$ cat config.mk
export PLATFORM = sky130hd
export DESIGN_NAME = vscale_htif_pcr_host
export DESIGN_NICKNAME = d
export VERILOG_FILES = /design/src/rtl/vscale_htif_pcr_host.sv
export SDC_FILE = /design/constraint.sdc
export NUM_CORES = 1
export LEC_CHECK = 0
export CAP_MARGIN = 20
export CORE_MARGIN = 5
export CORE_UTILIZATION = 45
export DETAILED_ROUTE_END_ITERATION = 8
export GPL_TIMING_DRIVEN = 0
export PLACE_DENSITY = 0.92
export SLEW_MARGIN = 0
export SYNTH_ARGS = -nofsm -noshare
export SYNTH_HDL_FRONTEND = slang
export SYNTH_SLANG_ARGS = --single-unit
$ cat constraint.sdc
create_clock -name clk -period 4.1 [get_ports clk]
set_input_delay 0.82 -clock clk [delete_from_list [all_inputs] [get_ports clk]]
set_output_delay 0.82 -clock clk [all_outputs]
set_load 0.005 [all_outputs]
$ cat src/rtl/vscale_htif_pcr_host.sv
// Host-side HTIF PCR access engine: accepts one host CSR command at a time, issues it to the core,
// and returns a completion (response data or timeout abort). Stray responses are drained and counted.
module vscale_htif_pcr_host #(
    parameter int ADDR_W  = 12,
    parameter int DATA_W  = 64,
    parameter int TIMEOUT = 1024
) (
    input  logic              clk,
    input  logic              reset,
    input  logic              cmd_valid,
    output logic              cmd_ready,
    input  logic              cmd_rw,
    input  logic [ADDR_W-1:0] cmd_addr,
    input  logic [DATA_W-1:0] cmd_data,
    output logic              htif_pcr_req_valid,
    input  logic              htif_pcr_req_ready,
    output logic              htif_pcr_req_rw,
    output logic [ADDR_W-1:0] htif_pcr_req_addr,
    output logic [DATA_W-1:0] htif_pcr_req_data,
    input  logic              htif_pcr_resp_valid,
    output logic              htif_pcr_resp_ready,
    input  logic [DATA_W-1:0] htif_pcr_resp_data,
    output logic              done_valid,
    input  logic              done_ready,
    output logic [DATA_W-1:0] done_data,
    output logic              done_timeout,
    output logic [7:0]        stray_count
);

    typedef enum logic [1:0] {IDLE, SEND, WAIT_RESP, DONE} state_t;

    localparam logic [15:0] TIMER_LAST = 16'(TIMEOUT - 1);

    state_t              state_q, state_d;
    logic [15:0]         timer_q, timer_d;
    logic                cmd_ready_q, cmd_ready_d;
    logic                resp_ready_q;
    logic                req_valid_q, req_valid_d;
    logic                req_rw_q, req_rw_d;
    logic [ADDR_W-1:0]   req_addr_q, req_addr_d;
    logic [DATA_W-1:0]   req_data_q, req_data_d;
    logic                done_valid_q, done_valid_d;
    logic [DATA_W-1:0]   done_data_q, done_data_d;
    logic                done_timeout_q, done_timeout_d;
    logic [7:0]          stray_q, stray_d;
    logic                resp_hs;
    logic                expired;

    assign resp_hs = htif_pcr_resp_valid && resp_ready_q;
    assign expired = (timer_q == TIMER_LAST);

    always_comb begin
        state_d        = state_q;
        timer_d        = timer_q;
        req_valid_d    = req_valid_q;
        req_rw_d       = req_rw_q;
        req_addr_d     = req_addr_q;
        req_data_d     = req_data_q;
        done_valid_d   = done_valid_q;
        done_data_d    = done_data_q;
        done_timeout_d = done_timeout_q;
        stray_d        = stray_q;

        case (state_q)
            IDLE: begin
                if (cmd_valid && cmd_ready_q) begin
                    req_rw_d    = cmd_rw;
                    req_addr_d  = cmd_addr;
                    req_data_d  = cmd_data;
                    req_valid_d = 1'b1;
                    timer_d     = '0;
                    state_d     = SEND;
                end
            end
            SEND: begin
                timer_d = timer_q + 16'd1;
                if (expired) begin
                    req_valid_d    = 1'b0;
                    done_valid_d   = 1'b1;
                    done_data_d    = '0;
                    done_timeout_d = 1'b1;
                    state_d        = DONE;
                end else if (htif_pcr_req_ready) begin
                    req_valid_d = 1'b0;
                    state_d     = WAIT_RESP;
                end
            end
            WAIT_RESP: begin
                timer_d = timer_q + 16'd1;
                // A response on the expiry cycle still counts as a real completion.
                if (resp_hs) begin
                    done_valid_d   = 1'b1;
                    done_data_d    = htif_pcr_resp_data;
                    done_timeout_d = 1'b0;
                    state_d        = DONE;
                end else if (expired) begin
                    done_valid_d   = 1'b1;
                    done_data_d    = '0;
                    done_timeout_d = 1'b1;
                    state_d        = DONE;
                end
            end
            DONE: begin
                if (done_ready) begin
                    done_valid_d = 1'b0;
                    state_d      = IDLE;
                end
            end
            default: state_d = IDLE;
        endcase

        if (resp_hs && (state_q != WAIT_RESP) && (stray_q != 8'hFF)) begin
            stray_d = stray_q + 8'd1;
        end

        // Ready is registered from the next state, so the DONE->IDLE cycle never accepts.
        cmd_ready_d = (state_d == IDLE);
    end

    always_ff @(posedge clk or negedge reset) begin
        if (!reset) begin
            state_q        <= IDLE;
            timer_q        <= '0;
            cmd_ready_q    <= 1'b0;
            resp_ready_q   <= 1'b0;
            req_valid_q    <= 1'b0;
            req_rw_q       <= 1'b0;
            req_addr_q     <= '0;
            req_data_q     <= '0;
            done_valid_q   <= 1'b0;
            done_data_q    <= '0;
            done_timeout_q <= 1'b0;
            stray_q        <= '0;
        end else begin
            state_q        <= state_d;
            timer_q        <= timer_d;
            cmd_ready_q    <= cmd_ready_d;
            resp_ready_q   <= 1'b1;
            req_valid_q    <= req_valid_d;
            req_rw_q       <= req_rw_d;
            req_addr_q     <= req_addr_d;
            req_data_q     <= req_data_d;
            done_valid_q   <= done_valid_d;
            done_data_q    <= done_data_d;
            done_timeout_q <= done_timeout_d;
            stray_q        <= stray_d;
        end
    end

    assign cmd_ready           = cmd_ready_q;
    assign htif_pcr_req_valid  = req_valid_q;
    assign htif_pcr_req_rw     = req_rw_q;
    assign htif_pcr_req_addr   = req_addr_q;
    assign htif_pcr_req_data   = req_data_q;
    assign htif_pcr_resp_ready = resp_ready_q;
    assign done_valid          = done_valid_q;
    assign done_data           = done_data_q;
    assign done_timeout        = done_timeout_q;
    assign stray_count         = stray_q;

endmodule

* Word level (Yosys, flattened, before mapping) *
Cells that the tools add are included.
Widths: inputs -> output; s select.

word-level totals
  input bits = 147
  logic and storage cells = 61
  output and inout port bits = 154
  bits in registers = 172

cells by class
  reductions and logical operators = 15
  add/subtract/negate cells = 2
  equality and inequality tests = 9
  muxes and demuxes = 23

operators with widths
  operator               number
  $mux 64                2
  $pmux 64 s2            1
  $pmux 16 s2            1
  $add 16x1->16 const B  1
  $eq 16x10->1 const B   1
  $mux 16                1
  $mux 2                 6
  $add 8x1->8 const B    1
  $mux 1                 8
  $ne 8x8->1 const B     1
  $pmux 2 s4             1
  $ne 2x2->1 const B     3
  $reduce_and 2->1       3
  $reduce_bool 2->1      3
  $eq 2x2->1 const B     2
  $logic_and 1x1->1      4
  $logic_not 2->1        2
  $pmux 1 s2             2
  $ne 3x3->1 const B     1
  $pmux 1 s3             1
  $reduce_and 3->1       1
  $reduce_bool 3->1      1
  $eq 2x1->1 const B     1
  $reduce_or 2->1        1

* Depth between registers and ports, before layout *
Gate-level depths: netlist of run 1.

  depth in word-level cells = 5
  depth in mapped cells = 8
  depth with buffers taken out = 7

* Worst setup path before layout of run 1 *
OpenSTA, ideal clock, no wires.

  path type = input to register
  from = in htif_pcr_resp_valid
  to = reg done_data_q[14] (netlist: done_data[14])
  required time = 4.035 ns
  path buffers = 2
  setup slack = 2.194 ns
  setup time = 0.065 ns
  arrival = 1.840 ns
  cell stages on the path = 5
  cell sequence = and3_1 -> and2_1 -> buf_2 -> clkbuf_1 -> a22o_1

between the ends
  longest elaborated chain between the ends = 3

ends and longest elaborated chain
  element                 RTL line  source
  start: declaration      20        input logic htif_pcr_resp_valid,
  $logic_and 1x1->1       49        assign resp_hs = htif_pcr_resp_valid && resp_ready_q;
  $mux 64                 91        if (resp_hs) begin
  $pmux 64 s2             64        case (state_q)
  end signal: assignment  144       done_data_q <= done_data_d;
  end: declaration        43        logic [DATA_W-1:0] done_data_q, done_data_d;

No other way between the ends.
A chain may end at the register's enable or synchronous reset.

* Worst setup path in the final report of run 1 *
Same ends and word-level chain as after synthesis.

==> flow_summary.toml, run 1 <==
[status]
status = "completed"

[placed_design]
post-place-ws_ns = 1.362
port_buffers = 300
hpwl_um = 14130
place_area_um2 = 10090
place.gp.congestion = 0.7546

[floorplan]
std_cell_rows = 45
dieWidth_um = 133.1
dieArea_um2 = 17720
io_pins = 301
die_h_um = 133.1
core_um2 = 15030
initial_core_util_pct = 45.38

[yosys]
yosys_warnings = 0
avgSynthCellArea_um2 = 14.21
synth_cells = 480
synth_edf_count = 0
yosysTopAreaCell = "dfrtp_1"
synth_commonest_cells = "172 x dfrtp_1, 78 x mux2_2, 64 x a22o_1"
yosysMostFrequentCell = "dfrtp_1"
synth_area_leaders = "dfrtp_1 63%, mux2_2 13%, a22o_1 8.2%, xor2_1 1.5%, ha_1 1.3%"
ys_seq_area_share_pct = 63.10
ys_types = 45
syn_nets = 634
async_reset_ff_share_pct = 100.0
synth_seq_cells = 172
netlist_area_um2 = 6822
yosys.area.top_type_share_pct = 63.10
dominantRegCellSynth = "dfrtp_1"

[finish]
fin_nets = 954
fin_area_um2 = 10700
area_growth_syn_to_layout_pct = 56.79
drive_gt1_share_pct = 15.87
n_antenna_cell = 0

[global_route]
grt_pass1_wl_um = 29920
met1_usage_pct = 24.99
gr-max-usage-layer = "met2"
antenna_found_initial = 0
grtUsageMet3_pct = 8.346
grt_start_max_net_pins = 89
grt_util_met2_pct = 35.81
track_usage_pct = 21.33
grt_remaining_overflow = 0
grt_pass1_vias = 5724

[sta]
setup_slack_ns = 1.785
max-slew-margin-rel_pct = 58.04
whs_ns = 0.3815
final.setup.tns_ns = 0
period_minus_slack_ns = 2.315
tightestPinTransition_ns = 0.6294
setup_viol = 0
post-route-period-util_pct = 56.47
fmax_mhz = 431.9
hold_viol = 0
rsz0062_at_grt = "no"
drv_slew = 0
finClkSkew_ns = 0.01680

[clocking]
htreeDepth = 4
numCtsBuffers = 17
cts_tree = "yes"
hold_buffers = 0
cts_sinks = 172
postCtsSetupRepairBufs = 0
clock_latency_ns = 0.43
clockBufferDepth = 2
cts_root_buf = "clkbuf_16"
cts_resized = 0
clk_pin_slew_ns = 0.07

[route]
drc = 0
dr_total_vias = 5216
ant_nets = 0
via_per_inst = 5.211
first_pass_iters = 5
post_drt_wl_per_cell_um = 18.80
routed_wl_um = 18820
drt_iter0_drc = 212

[min_path]
hold_path_class = "input port to async pin"

[worst_setup_path]
cp_data_arrival_time_ns = 2.68
cp_max_fo = 10
end_kind = "flip-flop"
required_ns = 4.46
r2r_end = "done_data[14]$_DFFE_PN0P_"
critical_path_class = "input port to flip-flop"
rrSetupSlack_ns = 1.81
timing.rr.start = "state_q[0]$_DFF_PN0_"
start_kind = "input port"
rr_worst_depth = 7

[power]
p_leak_nw = 4.646
p_per_area_nw_per_um2 = 722.6
ir_drop_v = 0.0003352
p_total_mw = 7.728

[job]
drv_cap = 0
==> flip-flops by register name, summed over array words and instances, names as in the netlist, 2 cells and up <==
| register | flops |
|---|---|
| stray_count | 8 |
| state_q | 2 |
| timer_q | 16 |
| htif_pcr_req_data | 64 |
| done_data | 64 |
| htif_pcr_req_addr | 12 |
==> worst max path at each step <==
| stage | start | to | slack [ns] | cells past startpoint |
|---|---|---|---|---|
| after floorplan | htif_pcr_resp_valid | done_data[14]$_DFFE_PN0P_ | 2.19 | 5 |
| after global placement | reset | done_data[49]$_DFFE_PN0P_ | -4.77 | 1 |
| after detailed placement | htif_pcr_resp_valid | done_data[47]$_DFFE_PN0P_ | 1.36 | 6 |
| after CTS | state_q[1]$_DFF_PN0_ | timer_q[11]$_DFFE_PN0P_ | 1.81 | 8 |
| after global routing | state_q[0]$_DFF_PN0_ | done_data[21]$_DFFE_PN0P_ | 1.60 | 7 |
| final | htif_pcr_resp_valid | done_data[14]$_DFFE_PN0P_ | 1.78 | 6 |
==> critical path, cell delays in order <==
cell and delay [ns]:
clkdlybuf4s50_1 0.48, and3_1 0.22, and2_1 0.23, buf_2 0.27
clkbuf_1 0.42, a22o_1 0.23
==> final cells by class <==
class,instances,area (um2)
Timing Repair Buffer,301,3035
Inverter,6,22.52
Tap cell,188,235.2
Fill cell,1004,4338
Clock buffer,23,467.9
Sequential cell,172,4304
Clock inverter,9,135.1
Multi-Input combinational cell,277,2347
Buffer,25,147.6
==> per-stage QoR <==
| stage | utilization [%] | std cells |
|---|---|---|
| 2_1_floorplan | - | 480 |
| 3_3_place_gp | 66.92 | 968 |
| 3_5_place_dp | 67.13 | 969 |
| 4_1_cts | 71.14 | 1001 |
| 5_1_grt | 71.14 | 1001 |
| 6_report | 71.14 | 1001 |
==> power by group <==
part / internal [mW] / switching [mW]
sequential: 2.45 / 0.467
clock: 0.995 / 0.641
combinational: 2.09 / 1.09
==> kinds of logic after synthesis <==
kind of cell	count (synthesis)	share of synthesized area (%)
and+or+nand+nor	78	5.980
buffers and inverters	31	2.494
adders and majority gates	7	1.284
other	1	0.05497
xor gates and xnor gates	20	2.568
muxes	82	13.46
AOI/OAI and AO/OA	89	11.06
DFF	172	63.10
==> per-layer routing <==
layer / vias to the layer above / part of all wire (%)
li1: 2365 / -
met1: 2578 / 39
met2: 247 / 49
met3: 26 / 9.2
met4: 0 / 2.0
met5: - / 0
==> layout by cell type (no fill, tap or decap), types with 9 or more instances in the layout <==
cell type        instances
a22o_1                  64
clkbuf_1                11
clkbuf_16               17
clkdlybuf4s50_1        299
dfrtp_1                172
mux2_2                  78
nand2_1                 13
nand3_1                  9
nor2_1                  23
xor2_1                  12
(Power assumes the default switching activity.)
==> run 2, diff against run 1 <==
- CORE_UTILIZATION: 45 -> 38
- PLACE_DENSITY: 0.92 -> 0.84
- clock period: 4.1 -> 2.1 ns (I/O delays scaled with it)
==> flow_summary.toml, run 2 (synthesis gave the netlist of run 1 again) <==
[sta]
finClkSkew_ns = 0.01179
fmax_mhz = 505.3
period_minus_slack_ns = 1.979
post-route-period-util_pct = 94.24
hold_viol = 0
setup_viol = 0
setup_slack_ns = 0.1210
max-slew-margin-rel_pct = 64.05
tightestPinTransition_ns = 0.5392
drv_slew = 0

[floorplan]
die_h_um = 144.0
initial_core_util_pct = 38.24
io_pins = 301
dieArea_um2 = 20730
core_um2 = 17840
std_cell_rows = 49
dieWidth_um = 144.0

[route]
via_per_inst = 4.947
first_pass_iters = 4
routed_wl_um = 18390
drt_iter0_drc = 212
post_drt_wl_per_cell_um = 17.56
drc = 0
dr_total_vias = 5180
ant_nets = 0

[clocking]
numCtsBuffers = 17
cts_sinks = 172
cts_root_buf = "clkbuf_16"
cts_tree = "yes"
clk_pin_slew_ns = 0.07
htreeDepth = 4
clock_latency_ns = 0.42
clockBufferDepth = 2

[finish]
area_growth_syn_to_layout_pct = 58.99
fin_util_pct = 60.79
fillers = 1399
final_common_cell = "clkdlybuf4s50_1"
fin_nets = 960
drive_gt1_share_pct = 17.97
n_antenna_cell = 0
finalNonFillerCells = 1047
final_cell_mix = "299 x clkdlybuf4s50_1, 172 x dfrtp_1, 78 x mux2_2, 64 x a22o_1, 23 x nor2_1"

[worst_setup_path]
startpoint = "state_q[1]$_DFF_PN0_"
required_ns = 2.40
rrSetupSlack_ns = 0.12
timing.rr.start = "state_q[1]$_DFF_PN0_"
cp_data_arrival_time_ns = 2.28
end_kind = "flip-flop"
cp_max_fo = 11
r2r_end = "timer_q[15]$_DFFE_PN0P_"
critical_path_class = "flip-flop to flip-flop"
start_kind = "flip-flop"
rr_worst_depth = 8

[placed_design]
placedCellCount = 1010
post-place-ws_ns = -0.2761
hpwl_um = 13670
place.gp.congestion = 0.7910
port_buffers = 300

[power]
p_leak_nw = 4.704
ir_drop_v = 0.0006085
p_per_area_nw_per_um2 = 1400

[min_path]
min_path_cells = 1
holdPathEnd = "done_data[21]$_DFFE_PN0P_"
hold_path.startpoint = "done_data[21]$_DFFE_PN0P_"
hold_path_class = "flip-flop to flip-flop"

[global_route]
grt_pass1_wl_um = 28650
antenna_found_initial = 0
grt_remaining_overflow = 0
track_usage_pct = 17.49
grt_pass1_vias = 5574
grt_start_max_net_pins = 103

[job]
drv_cap = 0

[status]
status = "completed"
==> run 2: how the worst max path moves through the flow <==
stage	to	slack, ns	cells after the start
global route	timer_q[15]$_DFFE_PN0P_	-0.01	8
global placement	done_data[59]$_DFFE_PN0P_	-6.48	1
finish	timer_q[15]$_DFFE_PN0P_	0.12	8
CTS	done_data[51]$_DFFE_PN0P_	0.005	7
detailed placement	timer_q[5]$_DFFE_PN0P_	-0.28	6
floorplan	timer_q[15]$_DFFE_PN0P_	0.20	8
==> run 2: report_power, final <==
group          total, mW  leakage [nW]  switching (mW)  internal [mW]
Clock               3.25         0.287            1.36           1.89
Sequential          5.67          2.16           0.889           4.78
Combinational       6.26          2.26            2.11           4.15
Total               15.2          4.70            4.35           10.8
==> run 2: cell type report <==
class,instances,area [um2],share of cell area [%]
Sequential cell,172,4304,39.69
Timing Repair Buffer,306,3075,28.36
Multi-Input combinational cell,278,2375,21.90
Clock buffer,17,425.4,3.922
Tap cell,229,286.5,2.642
Clock inverter,14,182.7,1.684
Buffer,25,173.9,1.604
Inverter,6,22.52,0.2077
==> run 2: worst max-delay path: stages (launching register included) <==
cell	delay, ns
dfrtp_1	0.41
inv_2	0.08
ha_1	0.19
buf_6	0.15
nand2b_4	0.17
a2111oi_4	0.45
nand4_1	0.16
xor2_1	0.20
nor2_1	0.05
==> run 2: layer usage <==
| layer | GRT usage (%) | vias to the layer above | routed length, um | part of all wire (%) |
|---|---|---|---|---|
| met3 | 8.135 | 25 | 2040 | 11 |
| met5 | 0 | - | 0 | 0 |
| met4 | 4.757 | 0 | 282 | 1.5 |
| met2 | 28.91 | 234 | 8884 | 48 |
| li1 | - | 2387 | - | - |
| met1 | 20.65 | 2534 | 7181 | 39 |
==> run 2: per-stage QoR <==
| step | hold slack, ns | TNS (ns) | power (mW) | area (um2) |
|---|---|---|---|---|
| 4_1_cts | 0.5050 | 0 | 15.27 | 10800 |
| 5_1_grt | 0.5134 | -0.01082 | 16.16 | 10850 |
| 2_1_floorplan | 0.1244 | 0 | 8.050 | 6822 |
| 6_report | 0.5003 | 0 | 15.18 | 10850 |
| 3_3_place_gp | 0.4817 | -1128.65 | 11.71 | 10110 |
| 3_5_place_dp | 0.4102 | -19.35 | 11.90 | 10140 |
==> run 2: what timing repair did <==
action / in CTS / in global routing
hold buffers: 1 / 0
pin swaps: 2 / 3
gates cloned: 0 / 1
setup buffers: 1 / 3
gates resized for setup: 13 / 8
hold endpoints to repair: 70 / 0
endpoints found under the setup margin: 112 / 134
